===== src/rtl/sb_rx_deserializer_pkg.sv =====
// sb_rx_pkg: shared types and default sizes for the sideband RX deserializer.
package sb_rx_pkg;
    typedef enum logic [1:0] {IDLE, RECEIVE, GAP} state_t;
    localparam int SB_PKT_W      = 64;
    localparam int SB_GAP_CYCLES = 32;
endpackage


===== src/rtl/sb_rx_deserializer_if.sv =====
// sb_rx_deserializer_if: serial line in, parallel word and status strobes out.
interface sb_rx_deserializer_if import sb_rx_pkg::*; #(
    parameter int DATA_WIDTH = SB_PKT_W
);
    logic                  i_enable;
    logic                  RXDATASB;
    logic                  i_rx_valid;
    logic [DATA_WIDTH-1:0] o_data_out;
    logic                  o_de_ser_done;
    logic                  o_frame_error;
    logic                  o_gap_error;
    modport master (
        output i_enable, RXDATASB, i_rx_valid,
        input  o_data_out, o_de_ser_done, o_frame_error, o_gap_error
    );
    modport slave (
        input  i_enable, RXDATASB, i_rx_valid,
        output o_data_out, o_de_ser_done, o_frame_error, o_gap_error
    );
endinterface


===== src/rtl/sb_rx_deserializer.sv =====
// sb_rx_deserializer: MSB-first sideband packet assembly with idle-gap enforcement.
module sb_rx_deserializer import sb_rx_pkg::*; #(
    parameter int DATA_WIDTH = SB_PKT_W,
    parameter int GAP_CYCLES = SB_GAP_CYCLES
) (
    input logic                 i_pll_clk,
    input logic                 i_rst,
    sb_rx_deserializer_if.slave sb
);
    localparam int BW = $clog2(DATA_WIDTH + 1);
    localparam int GW = $clog2(GAP_CYCLES + 1);
    localparam logic [BW-1:0] LAST_BIT = BW'(DATA_WIDTH - 1);
    localparam logic [GW-1:0] LAST_GAP = GW'(GAP_CYCLES - 1);

    state_t                r_state;
    logic [DATA_WIDTH-1:0] r_shift;
    logic [DATA_WIDTH-1:0] r_data;
    logic [BW-1:0]         r_bit_cnt;
    logic [GW-1:0]         r_gap_cnt;
    logic                  r_done;
    logic                  r_ferr;
    logic                  r_gerr;
    logic [DATA_WIDTH-1:0] w_shifted;

    assign w_shifted        = {r_shift[DATA_WIDTH-2:0], sb.RXDATASB};
    assign sb.o_data_out    = r_data;
    assign sb.o_de_ser_done = r_done;
    assign sb.o_frame_error = r_ferr;
    assign sb.o_gap_error   = r_gerr;

    // Strobes default low each edge so every pulse lasts exactly one cycle.
    always_ff @(posedge i_pll_clk) begin
        r_done <= 1'b0;
        r_ferr <= 1'b0;
        r_gerr <= 1'b0;
        if (i_rst) begin
            r_state   <= IDLE;
            r_shift   <= '0;
            r_data    <= '0;
            r_bit_cnt <= '0;
            r_gap_cnt <= '0;
        end else if (!sb.i_enable) begin
            r_state   <= IDLE;
            r_shift   <= '0;
            r_bit_cnt <= '0;
            r_gap_cnt <= '0;
        end else begin
            case (r_state)
                IDLE: if (sb.i_rx_valid) begin
                    r_shift   <= w_shifted;
                    r_bit_cnt <= BW'(1);
                    r_state   <= RECEIVE;
                end
                RECEIVE: if (sb.i_rx_valid) begin
                    r_shift <= w_shifted;
                    if (r_bit_cnt == LAST_BIT) begin
                        r_data    <= w_shifted;
                        r_done    <= 1'b1;
                        r_bit_cnt <= '0;
                        r_gap_cnt <= '0;
                        r_state   <= GAP;
                    end else begin
                        r_bit_cnt <= r_bit_cnt + 1'b1;
                    end
                end else begin
                    r_ferr    <= 1'b1;
                    r_shift   <= '0;
                    r_bit_cnt <= '0;
                    r_state   <= IDLE;
                end
                GAP: if (sb.i_rx_valid) begin
                    // Early bit is kept as the start of the next packet, only flagged.
                    r_gerr    <= 1'b1;
                    r_shift   <= w_shifted;
                    r_bit_cnt <= BW'(1);
                    r_gap_cnt <= '0;
                    r_state   <= RECEIVE;
                end else if (r_gap_cnt == LAST_GAP) begin
                    r_gap_cnt <= '0;
                    r_state   <= IDLE;
                end else begin
                    r_gap_cnt <= r_gap_cnt + 1'b1;
                end
                default: r_state <= IDLE;
            endcase
        end
    end
endmodule


===== src/flat_wrapper.sv =====
// flat-port wrapper written by rule: the top's interface ports become plain ports
module sb_rx_deserializer_flat import sb_rx_pkg::*;
#(
    parameter int DATA_WIDTH = SB_PKT_W,
    parameter int GAP_CYCLES = SB_GAP_CYCLES
)
  (i_pll_clk, i_rst, sb_i_enable, sb_RXDATASB, sb_i_rx_valid, sb_o_data_out, sb_o_de_ser_done, sb_o_frame_error, sb_o_gap_error);
  sb_rx_deserializer_if #(.DATA_WIDTH(DATA_WIDTH)) sb_i ();
  input logic i_pll_clk;
  input logic i_rst;
  input wire logic [$bits(sb_i.i_enable)-1:0] sb_i_enable;
  input wire logic [$bits(sb_i.RXDATASB)-1:0] sb_RXDATASB;
  input wire logic [$bits(sb_i.i_rx_valid)-1:0] sb_i_rx_valid;
  output wire logic [$bits(sb_i.o_data_out)-1:0] sb_o_data_out;
  output wire logic [$bits(sb_i.o_de_ser_done)-1:0] sb_o_de_ser_done;
  output wire logic [$bits(sb_i.o_frame_error)-1:0] sb_o_frame_error;
  output wire logic [$bits(sb_i.o_gap_error)-1:0] sb_o_gap_error;
  assign sb_i.i_enable = sb_i_enable;
  assign sb_i.RXDATASB = sb_RXDATASB;
  assign sb_i.i_rx_valid = sb_i_rx_valid;
  assign sb_o_data_out = sb_i.o_data_out;
  assign sb_o_de_ser_done = sb_i.o_de_ser_done;
  assign sb_o_frame_error = sb_i.o_frame_error;
  assign sb_o_gap_error = sb_i.o_gap_error;
  sb_rx_deserializer #(.DATA_WIDTH(DATA_WIDTH), .GAP_CYCLES(GAP_CYCLES)) u_core (.i_pll_clk(i_pll_clk), .i_rst(i_rst), .sb(sb_i));
endmodule

===== config.mk =====
export PLATFORM = sky130hd
export DESIGN_NAME = sb_rx_deserializer_flat
export DESIGN_NICKNAME = d
export VERILOG_FILES = /design/src/rtl/sb_rx_deserializer_pkg.sv /design/src/rtl/sb_rx_deserializer_if.sv /design/src/rtl/sb_rx_deserializer.sv /design/src/flat_wrapper.sv
export SDC_FILE = /design/constraint.sdc
export NUM_CORES = 1
export LEC_CHECK = 0
export BUFFER_PORTS_ARGS = -buffer_cell sky130_fd_sc_hd__buf_2
export CAP_MARGIN = 40
export CORE_ASPECT_RATIO = 0.9
export CORE_MARGIN = 1.5
export CORE_UTILIZATION = 35
export CTS_CLUSTER_DIAMETER = 60
export CTS_CLUSTER_SIZE = 20
export DETAILED_ROUTE_END_ITERATION = 16
export PLACE_DENSITY_LB_ADDON = 0.25
export RECOVER_POWER = 50
export SYNTH_ARGS = -nofsm -noshare
export SYNTH_HDL_FRONTEND = slang
export SYNTH_SLANG_ARGS = --single-unit

===== constraint.sdc =====
create_clock -name i_pll_clk -period 2.28 [get_ports i_pll_clk]
set_clock_uncertainty 0.15 [all_clocks]
set_input_delay 0.456 -clock i_pll_clk [delete_from_list [all_inputs] [get_ports i_pll_clk]]
set_output_delay 0.456 -clock i_pll_clk [all_outputs]
set_load 0.01 [all_outputs]

==> results_dict.tcl <==
set metrics [dict create \
    end_kind "flop" \
    path_clk_slew_ps 60 \
    cp.arrival_ps 2170 \
    grt_util_all_layers 0.1540 \
    path_class "reg -> reg" \
    wl_per_cell_um 13.26 \
    io_pins 72 \
    syn_area_sq_um 5226 \
    ys_warn_count 0 \
    cts_tree "done" \
    antenna_found_initial 0 \
    grt_pass1_vias 4140 \
    crit_chain "buf_4, a21oi_4, buf_2, a22oi_1, nor2_1" \
    numCtsBuffers 17 \
    synth_nets 610 \
    fmax_mhz 504.2 \
    powerDensity_nw_per_um2 867.2 \
    synth_top_family_by_area "simple AND/OR/NAND/NOR gates" \
    detail-route-antenna-nets 0 \
    grt_max_degree 66 \
    gp_congestion 0.8058 \
    yosys.area.top_type "dfxtp_1" \
    hold_class "in -> reg" \
    crit_path_max_incr_delay_ps 790 \
    drv_cap 0 \
    postCtsResizedCells 0 \
    vias_per_cell 4.995 \
    synthSimpleGateAreaFrac 0.1954 \
    avgSynthCellArea_sq_um 8.667 \
    drt_iter0_drc 282 \
    rows 42 \
    place_area_sq_um 5731 \
    yosysMostFrequentCell "nand2_1" \
    post-route-drc-count 0 \
    hpwl_um 7185 \
    synth_cell_types 43 \
    nNetsFinal 666 \
    synth-xor-area-share 0 \
    dieHeight_um 118.9 \
    finalCriticalPeriod_ps 1983 \
    postCtsHoldBufs 0 \
    htree_levels 4 \
    fin_crit_sh 0.8699 \
    fin_tns_setup_ps 0 \
    syn_inst 603 \
    clock-sinks 145 \
    core-area_sq_um 14660 \
    cts_buffer_depth 2 \
    post_cts_buffers 0 \
    ys.flop_type "dfxtp_1" \
    synth-compound-area-share 0.1896 \
    final-max-slew-violation-count 0 \
    synth_top_area_share 0.5554 \
    drt-total-wl_um 11540 \
    fin_area_sq_um 6220 \
    area_growth_pct 19.01 \
    cts_root_buffer "clkbuf_16" \
    ys_top_cells_by_area "dfxtp_1 (56%), nand2_1 (10%), a22oi_1 (7.9%)" \
    dr.pass1.iters 5 \
    max_slew_margin 0.3175 \
    portBuffers 71 \
    synthMuxAreaShare 0.001915 \
    crit_fanout 55 \
    setup_viol 0 \
    die_w_um 131.8 \
    grt_first_pass_wirelength_um 19360 \
    hold_viol 0 \
    synth-edff-count 0 \
    path_delay_family "buffers and inverters" \
    ys_seq_area_frac 0.5554 \
    synthAdderAreaFrac 0.004788 \
    cp.required_ps 2470 \
    antenna_cells 0 \
    fp.dieArea_sq_um 15670 \
    gr-total-overflow 0 \
    tightest_slew_ps 1024 \
    synthTopCellsByCount "nand2_1 (146), dfxtp_1 (145), a21oi_1 (81), nor2_1 (63), a22oi_1 (55)" \
    static-leakage-power_nw 2.015 \
    insertion_delay_ps 410 \
    ys_ff_latch 145 \
    rsz0062_at_grt "false" \
    drive_gt1_frac 0.08185 \
    async_flop_share 0 \
    crit_slowest_cell "buf_2" \
    start_util 0.3565 \
    vias 4346 \
    outcome "complete, no violations" \
    setup.worst_path.start_class "flop" \
    vdd_drop_max_uv 476.7 \
    cp_num_buf_inv 2 \
]
[per-stage QoR]
stage / worst slack [ps] / utilization / power (W) / hold slack (ps) / cells
CTS: 377.9 / 0.4311 / 0.005478 / 150.3 / 870
floorplan: 604.5 / - / 0.002690 / 270.1 / 603
global route: 123.8 / 0.4242 / 0.005599 / 170.5 / 870
finish: 296.6 / 0.4242 / 0.005394 / 172.9 / 870
detailed placement: 288.6 / 0.3909 / 0.002737 / 289.4 / 838
global placement: 335.6 / 0.3909 / 0.002735 / 284.9 / 838
[layout by cell type (no fill, tap or decap), types with 4 or more instances in the layout]
cell,count
nand2_1,146
dfxtp_1,145
a21oi_1,81
clkbuf_1,67
nor2_1,63
a22oi_1,55
clkbuf_16,17
nand3_1,14
clkinv_2,7
buf_4,7
o21ai_0,6
buf_2,5
inv_1,4
nand2b_1,4
clkbuf_8,4
[state kept, by name (all words and copies together), names as in the netlist]
| register | cells |
|---|---|
| u_core.r_shift | 63 |
| u_core.r_gap_cnt | 6 |
| u_core.sb.o_frame_error | 1 |
| u_core.r_state | 2 |
| u_core.sb.o_gap_error | 1 |
| u_core.r_bit_cnt | 7 |
| u_core.sb.o_de_ser_done | 1 |
| u_core.sb.o_data_out | 64 |
[per-layer routing]
metal / vias up / wire, um / GRT usage
met2: 95 / 5432 / 0.2500
li1: 2186 / - / -
met1: 2061 / 5505 / 0.1875
met3: 4 / 518 / 0.05279
met4: 0 / 82 / 0.06181
met5: - / 0 / 0
[report_power, final]
part	switching, W	total, W	internal (W)
Combinational	0.000108	0.000137	0.0000293
Sequential	0.00000207	0.00254	0.00254
Clock	0.00101	0.00272	0.00171
Total	0.00112	0.00539	0.00428
[kinds of logic after synthesis]
kind of cell / count (synthesis)
compound gates: 159
fa+ha+maj: 2
buf+inv: 50
flops: 145
mux: 1
simple gates: 246
[layout make-up]
cell class | instances | area (sq um)
inverters | 4 | 15.01
flip-flops and latches | 145 | 2903
clock inverters | 11 | 110.1
fillers | 1523 | 8442
clock buffers | 21 | 480.5
well taps | 198 | 247.7
repair buffers | 83 | 394.1
multi-input cells | 408 | 2069
[final timing paths]
kind | from | cells past startpoint | slack [ps] | to
max | u_core.r_state[0] | 5 | 300 | u_core.r_shift[30]
max reg2reg | u_core.r_state[0] | 5 | 300 | u_core.r_shift[30]
min | sb_RXDATASB | 3 | 170 | u_core.sb.o_data_out[0]
min reg2reg | u_core.r_bit_cnt[6] | 2 | 300 | u_core.r_bit_cnt[6]
[tightest hold or removal path: cells and delay by family]
kind / cells / cell delay (ps)
buf+inv: 1 / 120
simple gates: 1 / 50
compound gates: 1 / 50
No activity file was read; power rests on OpenSTA's default activity.
